$ cat src/rtl/fifo_ctrl.sv
// Synchronous FIFO controller: pointers, occupancy FSM, threshold flags and flush for a dual-port RAM.
// Optional FIFO_CTRL_ERR_EN adds sticky overflow_o/underflow_o outputs.
module fifo_ctrl #(
    parameter int DATA_WIDTH    = 8,
    parameter int ADDR_WIDTH    = 8,
    parameter int AFULL_THRESH  = (1 << ADDR_WIDTH) - 4,
    parameter int AEMPTY_THRESH = 4
) (
    input  logic                  clk,
    input  logic                  rst_n,
    input  logic                  push_i,
    input  logic [DATA_WIDTH-1:0] push_data_i,
    input  logic                  pop_i,
    input  logic                  flush_i,
    output logic [DATA_WIDTH-1:0] pop_data_o,
    output logic                  full_o,
    output logic                  empty_o,
    output logic                  almost_full_o,
    output logic                  almost_empty_o,
    output logic [ADDR_WIDTH:0]   count_o,
    output logic [ADDR_WIDTH-1:0] ram_addr_0_o,
    output logic                  ram_ce_0_o,
    output logic                  ram_wr_0_o,
    output logic [DATA_WIDTH-1:0] ram_data_0_o,
    output logic [ADDR_WIDTH-1:0] ram_addr_1_o,
    output logic                  ram_ce_1_o,
    output logic                  ram_wr_1_o,
    input  logic [DATA_WIDTH-1:0] ram_data_1_i
`ifdef FIFO_CTRL_ERR_EN
    ,
    output logic                  overflow_o,
    output logic                  underflow_o
`endif
);

    localparam int DEPTH = 1 << ADDR_WIDTH;
    localparam logic [ADDR_WIDTH:0] DEPTH_C  = DEPTH[ADDR_WIDTH:0];
    localparam logic [ADDR_WIDTH:0] AFULL_C  = AFULL_THRESH[ADDR_WIDTH:0];
    localparam logic [ADDR_WIDTH:0] AEMPTY_C = AEMPTY_THRESH[ADDR_WIDTH:0];
    localparam logic [ADDR_WIDTH:0] ONE_C    = {{ADDR_WIDTH{1'b0}}, 1'b1};

    typedef enum logic [1:0] {
        ST_EMPTY   = 2'd0,
        ST_PARTIAL = 2'd1,
        ST_FULL    = 2'd2
    } state_t;

    state_t              state_q;
    logic [ADDR_WIDTH:0] wr_ptr_q, wr_ptr_d;
    logic [ADDR_WIDTH:0] rd_ptr_q, rd_ptr_d;
    logic [ADDR_WIDTH:0] count_q, count_d;
    logic                afull_q, aempty_q;
    logic                push_acc, pop_acc;

    assign empty_o = (state_q == ST_EMPTY);
    assign full_o  = (state_q == ST_FULL);

    // Gating with rst_n keeps the RAM write strobe quiet while reset is held.
    assign push_acc = rst_n & push_i & ~full_o & ~flush_i;
    assign pop_acc  = rst_n & pop_i & ~empty_o & ~flush_i;

    assign count_o        = count_q;
    assign almost_full_o  = afull_q;
    assign almost_empty_o = aempty_q;
    assign pop_data_o     = ram_data_1_i;

    assign ram_addr_0_o = wr_ptr_q[ADDR_WIDTH-1:0];
    assign ram_ce_0_o   = push_acc;
    assign ram_wr_0_o   = push_acc;
    assign ram_data_0_o = push_acc ? push_data_i : '0;
    assign ram_addr_1_o = rd_ptr_q[ADDR_WIDTH-1:0];
    assign ram_ce_1_o   = ~empty_o;
    assign ram_wr_1_o   = 1'b0;

    always_comb begin
        wr_ptr_d = wr_ptr_q;
        rd_ptr_d = rd_ptr_q;
        count_d  = count_q;
        if (flush_i) begin
            wr_ptr_d = '0;
            rd_ptr_d = '0;
            count_d  = '0;
        end else begin
            if (push_acc) wr_ptr_d = wr_ptr_q + ONE_C;
            if (pop_acc)  rd_ptr_d = rd_ptr_q + ONE_C;
            case ({push_acc, pop_acc})
                2'b10:   count_d = count_q + ONE_C;
                2'b01:   count_d = count_q - ONE_C;
                default: count_d = count_q;
            endcase
        end
    end

    always_ff @(posedge clk or negedge rst_n) begin
        if (!rst_n) begin
            state_q  <= ST_EMPTY;
            wr_ptr_q <= '0;
            rd_ptr_q <= '0;
            count_q  <= '0;
            afull_q  <= 1'b0;
            aempty_q <= 1'b1;
        end else begin
            wr_ptr_q <= wr_ptr_d;
            rd_ptr_q <= rd_ptr_d;
            count_q  <= count_d;
            afull_q  <= (count_d >= AFULL_C);
            aempty_q <= (count_d <= AEMPTY_C);
            if (flush_i) begin
                state_q <= ST_EMPTY;
            end else begin
                case (state_q)
                    ST_EMPTY:
                        if (push_acc && !pop_acc) state_q <= ST_PARTIAL;
                    ST_PARTIAL:
                        if (pop_acc && !push_acc && count_q == ONE_C)
                            state_q <= ST_EMPTY;
                        else if (push_acc && !pop_acc && count_q == DEPTH_C - ONE_C)
                            state_q <= ST_FULL;
                    ST_FULL:
                        if (pop_acc) state_q <= ST_PARTIAL;
                    default:
                        state_q <= ST_EMPTY;
                endcase
            end
        end
    end

`ifdef FIFO_CTRL_ERR_EN
    logic overflow_q, underflow_q;

    always_ff @(posedge clk or negedge rst_n) begin
        if (!rst_n) begin
            overflow_q  <= 1'b0;
            underflow_q <= 1'b0;
        end else if (flush_i) begin
            overflow_q  <= 1'b0;
            underflow_q <= 1'b0;
        end else begin
            if (push_i && full_o)  overflow_q  <= 1'b1;
            if (pop_i  && empty_o) underflow_q <= 1'b1;
        end
    end

    assign overflow_o  = overflow_q;
    assign underflow_o = underflow_q;
`endif

    // State register and count are kept separately; they must never disagree.
    always_ff @(posedge clk) begin
        if (rst_n) begin
            assert (count_q == wr_ptr_q - rd_ptr_q
                    && ((state_q == ST_EMPTY) == (count_q == '0))
                    && ((state_q == ST_FULL) == (count_q == DEPTH_C)));
        end
    end

endmodule

$ cat config.mk
export PLATFORM = sky130hd
export DESIGN_NAME = fifo_ctrl
export DESIGN_NICKNAME = d
export VERILOG_FILES = /design/src/rtl/fifo_ctrl.sv
export SDC_FILE = /design/constraint.sdc
export NUM_CORES = 1
export LEC_CHECK = 0
export CAP_MARGIN = 40
export CORE_MARGIN = 2
export CORE_UTILIZATION = 30
export CTS_CLUSTER_SIZE = 40
export DETAILED_ROUTE_END_ITERATION = 8
export GPL_TIMING_DRIVEN = 0
export PLACE_DENSITY_LB_ADDON = 0.2
export RECOVER_POWER = 25
export SLEW_MARGIN = 30
export SYNTH_ARGS = -nofsm -noshare
export SYNTH_HDL_FRONTEND = slang
export SYNTH_SLANG_ARGS = --single-unit
$ cat constraint.sdc
create_clock -name clk -period 2.6 [get_ports clk]
set_clock_uncertainty 0.05 [all_clocks]
set_input_delay 0.26 -clock clk [delete_from_list [all_inputs] [get_ports clk]]
set_output_delay 0.26 -clock clk [all_outputs]
set_load 0.02 [all_outputs]
Word level (Yosys, flattened, before mapping)

Index checks and enable logic that the tools add are counted.

Bits in registers: 31
Word-level logic and storage cells: 53
Bits in latches: 0
Memories: 0
Bits in writable memories: 0
Input port bits: 21
Memory bits (read-only): 0
Output and inout port bits: 49

Shifts and indexed selects: 0
Divide/modulo/power cells: 0
$lt $le $gt $ge: 2
Bitwise logic cells: 9
Eq/ne operators: 9
Reductions and logical operators: 10
$mul: 0
Mux-type cells: 13
$add $sub $neg: 4

Operator list:

| kind                  | count |
|---|---|
| $mux W9               | 5 |
| $add A9 B1 Y9 const B | 3 |
| $pmux W9 S2           | 1 |
| $mux W2               | 5 |
| $eq A9 B1 Y1 const B  | 1 |
| $eq A9 B8 Y1 const B  | 1 |
| $ge A9 B8 Y1 const B  | 1 |
| $le A9 B3 Y1 const B  | 1 |
| $sub A9 B1 Y9 const B | 1 |
| $mux W8               | 1 |
| $and A1 B1 Y1         | 6 |
| $ne A3 B2 Y1 const B  | 2 |
| $pmux W2 S3           | 1 |
| $eq A2 B1 Y1 const B  | 2 |
| $eq A2 B2 Y1 const B  | 2 |
| $logic_and A1 B1 Y1   | 4 |
| $ne A4 B4 Y1 const B  | 1 |
| $reduce_bool A2 Y1    | 2 |
| $not A1 Y1            | 3 |
| $reduce_and A3 Y1     | 1 |
| $logic_not A1 Y1      | 2 |
| $logic_not A2 Y1      | 1 |

Longest topological paths before layout

Depth after elaboration: 11
Mapped depth: 13
Gate-level depth less buffers: 11

Least setup slack after synthesis

Ideal clock, no wire load.

Path kind: flip-flop to flip-flop
Start point: register state_q[1]
End point: register afull_q (netlist: almost_full_o)
Path buffers: 2
Arrival time: 2.592 ns
Required time: 2.440 ns
Library setup time: 0.110 ns
Clock period less this slack: 2.752 ns
Cell stages (with the launch flop): 12
Path slack: -0.152 ns
Cell sequence: dfrtp_1 > nand2b_1 > and3_1 > clkbuf_1 > and2_1 > inv_1 > ha_1 > buf_2 > or4_1 > nor2_1 > o22ai_2 > o41ai_1

Cells in the longest elaborated chain, start to end: 8
Elaborated cells on any way between the ends: 13
Those cells by class: order compare (1); eq/ne (3); mux (2); bitwise (6); reduce/logical (1)

RTL lines:

| element                                      | line | RTL |
|---|---|---|
| from (decl)                                  | 48   | `state_t state_q;` |
| from (signal assigned)                       | 96   | `state_q <= ST_EMPTY;` |
| from (signal assigned)                       | 109  | `state_q <= ST_EMPTY;` |
| from (signal assigned)                       | 113  | `if (push_acc && !pop_acc) state_q <= ST_PARTIAL;` |
| $eq A2 B2 Y1 *                               | 56   | `assign full_o = (state_q == ST_FULL);` |
| $not A1 Y1 *                                 | 59   | `assign push_acc = rst_n & push_i & ~full_o & ~flush_i;` |
| $and A1 B1 Y1 * (2 in series)                | 59   |  |
| named net ram_ce_0_o                         | 22   | `output logic ram_ce_0_o,` |
| $eq A2 B1 Y1 or $eq A2 B2 Y1 (tied branches) | 86   | `case ({push_acc, pop_acc})` |
| $pmux W9 S2 *                                | 86   |  |
| $mux W9 *                                    | 79   | `if (flush_i) begin` |
| $ge A9 B8 Y1 *                               | 106  | `afull_q <= (count_d >= AFULL_C);` |
| to (signal assigned)                         | 106  |  |
| to (decl)                                    | 52   | `logic afull_q, aempty_q;` |

The timed path passes the listed nets; every way through them passes the cells marked *.
A chain may end at the register's enable or synchronous reset.

Final worst setup path

Start point: register state_q[1]
End point: register afull_q (netlist: almost_full_o)

Cells in the longest elaborated chain, start to end: 8
Elaborated cells on any way between the ends: 13
Those cells by class: order compare (1); eq/ne (3); mux (2); bitwise (6); reduce/logical (1)

RTL lines:

| element                                          | line |
|---|---|
| $eq A2 B2 Y1 or $logic_not A2 Y1 (tied branches) | 56, 55 |
| $not A1 Y1 (on tied branches)                    | 59, 60 |
| $and A1 B1 Y1 (on tied branches) (2 in series)   | 59, 60 |
| $eq A2 B1 Y1 or $eq A2 B2 Y1 (tied branches)     | 86 |
| $pmux W9 S2 *                                    | 86 |
| $mux W9 *                                        | 79 |
| $ge A9 B8 Y1 *                                   | 106 |

Mark *: on every way between the ends. The rest lies on a longest branch, timed or not.

==> results.ini <==
[setup_path]
r2r_cells=10
critPathCaptureType=flip-flop
worstReg2RegEnd=almost_full_o$_DFF_PN0_
r2r_start=state_q[1]$_DFFE_PN0P_
worstPathRequired_ns=2.74
cp_num_buf_inv=2
cpLargestDelayFamily=simple AND/OR/NAND/NOR gates
critPathMaxFanout=8
max_stage_delay_ns=0.47
startpoint_type=flip-flop
cp_slowest_cell=or4_1
path_cells=nand2b_4 > and3_4 > and2_4 > inv_2 > ha_4 > buf_6 > or4_1 > nor2_1 > o22ai_2 > o41ai_2
reg2reg_slack_ns=0.08
critPathKind=reg2reg
crit_arrival_ns=2.66

[cells_and_area]
diodes=0
postLayoutCellArea_um2=3130
nets=343
area_growth_pct=58.6
final_common_cell=clkdlybuf4s50_1
final_util_pct=49.3
drive_gt1_share_pct=25.7
mostFrequentLayoutCells=58 x clkdlybuf4s50_1, 30 x buf_4, 27 x nor2_1, 27 x dfrtp_1, 14 x nand2_1

[synthesis]
synth_area_leader_cell=dfrtp_1
synthesis.area_um2=1970
syn-instance-count=224
synth_top_area_share_pct=35.5
synth_area_leaders=dfrtp_1 36%, nor2_1 5.5%, ha_1 5.1%
avgSynthCellArea_um2=8.80
yosysWarnings=0
synth_cell_types=52
ys_seq_area_share_pct=36.9
synth-seq-cells=29
async_flop_share_pct=100
synth_edf_count=0
synthFlopType=dfrtp_1
syn-num-nets=253

[timing]
final_hold_viol_count=0
tns_ns=0
min_period_over_period_pct=97.1
setup_viol=0
finalMaxSlewViolations=0
max_freq_ghz=0.396
maxSlewHeadroom_pct=22.7
worst_pin_slew_ns=1.16
fin_hold_ws_ns=0.428
period_needed_ns=2.52

[place]
placed_area_um2=2690
gp_congestion=0.846
io_buffer_count=60
dp_hpwl_um=3830

[die]
core-area_um2=6350
die_area_um2=7240
die_w_um=85.1
die_h_um=85.1
num_rows=29
start_util_pct=31.1
io_pins=70

[clock_network]
insertion_delay_ns=0.29
h-tree-depth=2
numCtsBuffers=5
cts_sinks=29
clkTransAtPathRegs_ns=0.07
tritoncts=done
cts-root-buf=clkbuf_8
clockBufferDepth=2

[drt]
firstDrtPassIters=4
drtIter0Drc=136
postRouteAntennaNets=0
via_per_inst=5.06
vias=1983
drcViolationCount=0
finalWirelength_um=5590
wl_per_cell_um=14.3

[hold_path]
holdPathStages=4
min_to=count_o[2]$_DFF_PN0_
hold_path.startpoint=flush_i
min_path_type=in2reg

[run]
max_cap_viol_count=0

[power]
ir_drop_mv=0.180
power.density_nw_per_um2=335
p_leak_nw=1.39

[run_status]
status=finished, final reports clean

[global_route]
grt_start_max_net_pins=22
grt_first_pass_wirelength_um=8890
grt_pass1_vias=1822
antenna_found_initial=0
gr-total-overflow=0
grt_usage_pct=15.4

stage by stage:
step                      cells  setup slack, ns  power [mW]
after floorplan             224          0.00526       0.556
after CTS                   382          0.00298        1.04
after detailed placement    362            -1.06       0.636
after global placement      361            -1.81       0.631
final                       392           0.0760        1.05
after global routing        392          -0.0178        1.09
per-layer routing:
layer	GRT usage [%]	share of wire, %	vias to the layer above
met3	4.18	7.9	8
li1	-	-	951
met2	23.7	46	73
met5	0	0	-
met4	5.63	1.4	0
met1	20.9	44	951
flip-flops by register name (all words and copies together), names as in the netlist:
signal          flops
count_o             9
rd_ptr_q            8
wr_ptr_q            8
state_q             2
almost_empty_o      1
almost_full_o       1
worst max-delay path by stage:
stage | start | endpoint | slack [ns] | depth (start not counted)
after CTS | state_q[0]$_DFFE_PN0P_ | almost_full_o$_DFF_PN0_ | 0.003 | 12
final | state_q[1]$_DFFE_PN0P_ | almost_full_o$_DFF_PN0_ | 0.08 | 10
after detailed placement | flush_i | almost_empty_o$_DFF_PN1_ | -1.06 | 10
after floorplan | state_q[0]$_DFFE_PN0P_ | almost_full_o$_DFF_PN0_ | 0.005 | 11
after global routing | state_q[0]$_DFFE_PN0P_ | almost_empty_o$_DFF_PN1_ | -0.02 | 12
after global placement | rst_n | almost_empty_o$_DFF_PN1_ | -1.81 | 11
repair_timing:
action / CTS / global route
setup buffers: 10 / 11
endpoints found under the hold margin: 7 / 0
hold buffers: 3 / 0
pin swaps: 4 / 11
resized for setup: 33 / 16
setup endpoints to repair: 21 / 10
logic make-up after synthesis:
family	share of synthesized area (%)
compound gates	12.1
xor+xnor	6.22
fa+ha+maj	5.08
buf+inv	10.3
flops	36.9
mux	2.60
other cells	0.190
simple gates	26.7
cell usage after synthesis, drive strengths merged (5+ instances only):
cell type / number
nor3: 5
nand3: 12
buf: 17
ha: 8
and3: 12
xor2: 11
nand2: 14
a21oi: 6
clkbuf: 7
nand4: 6
o21ai: 6
nor2: 29
dfrtp: 28
inv: 13
final cells by class:
| cell class | count | area (um2) |
|---|---|---|
| fillers | 592 | 3220 |
| well taps | 77 | 96.3 |
| plain buffers | 22 | 191 |
| repair buffers | 85 | 802 |
| inverters | 13 | 51.3 |
| clock inverters | 3 | 17.5 |
| flip-flops and latches | 29 | 728 |
| clock buffers | 5 | 68.8 |
| multi-input cells | 158 | 1170 |
where the power goes:
group,internal (mW),switching (mW)
Sequential,0.456,0.00671
Clock,0.184,0.193
Combinational,0.109,0.0976
tightest hold or removal path, delay by kind of cell:
| family | cells | cell delay [ns] |
|---|---|---|
| buf+inv | 3 | 0.33 |
| simple gates | 1 | 0.14 |
Power figures use the tool's default switching activity.
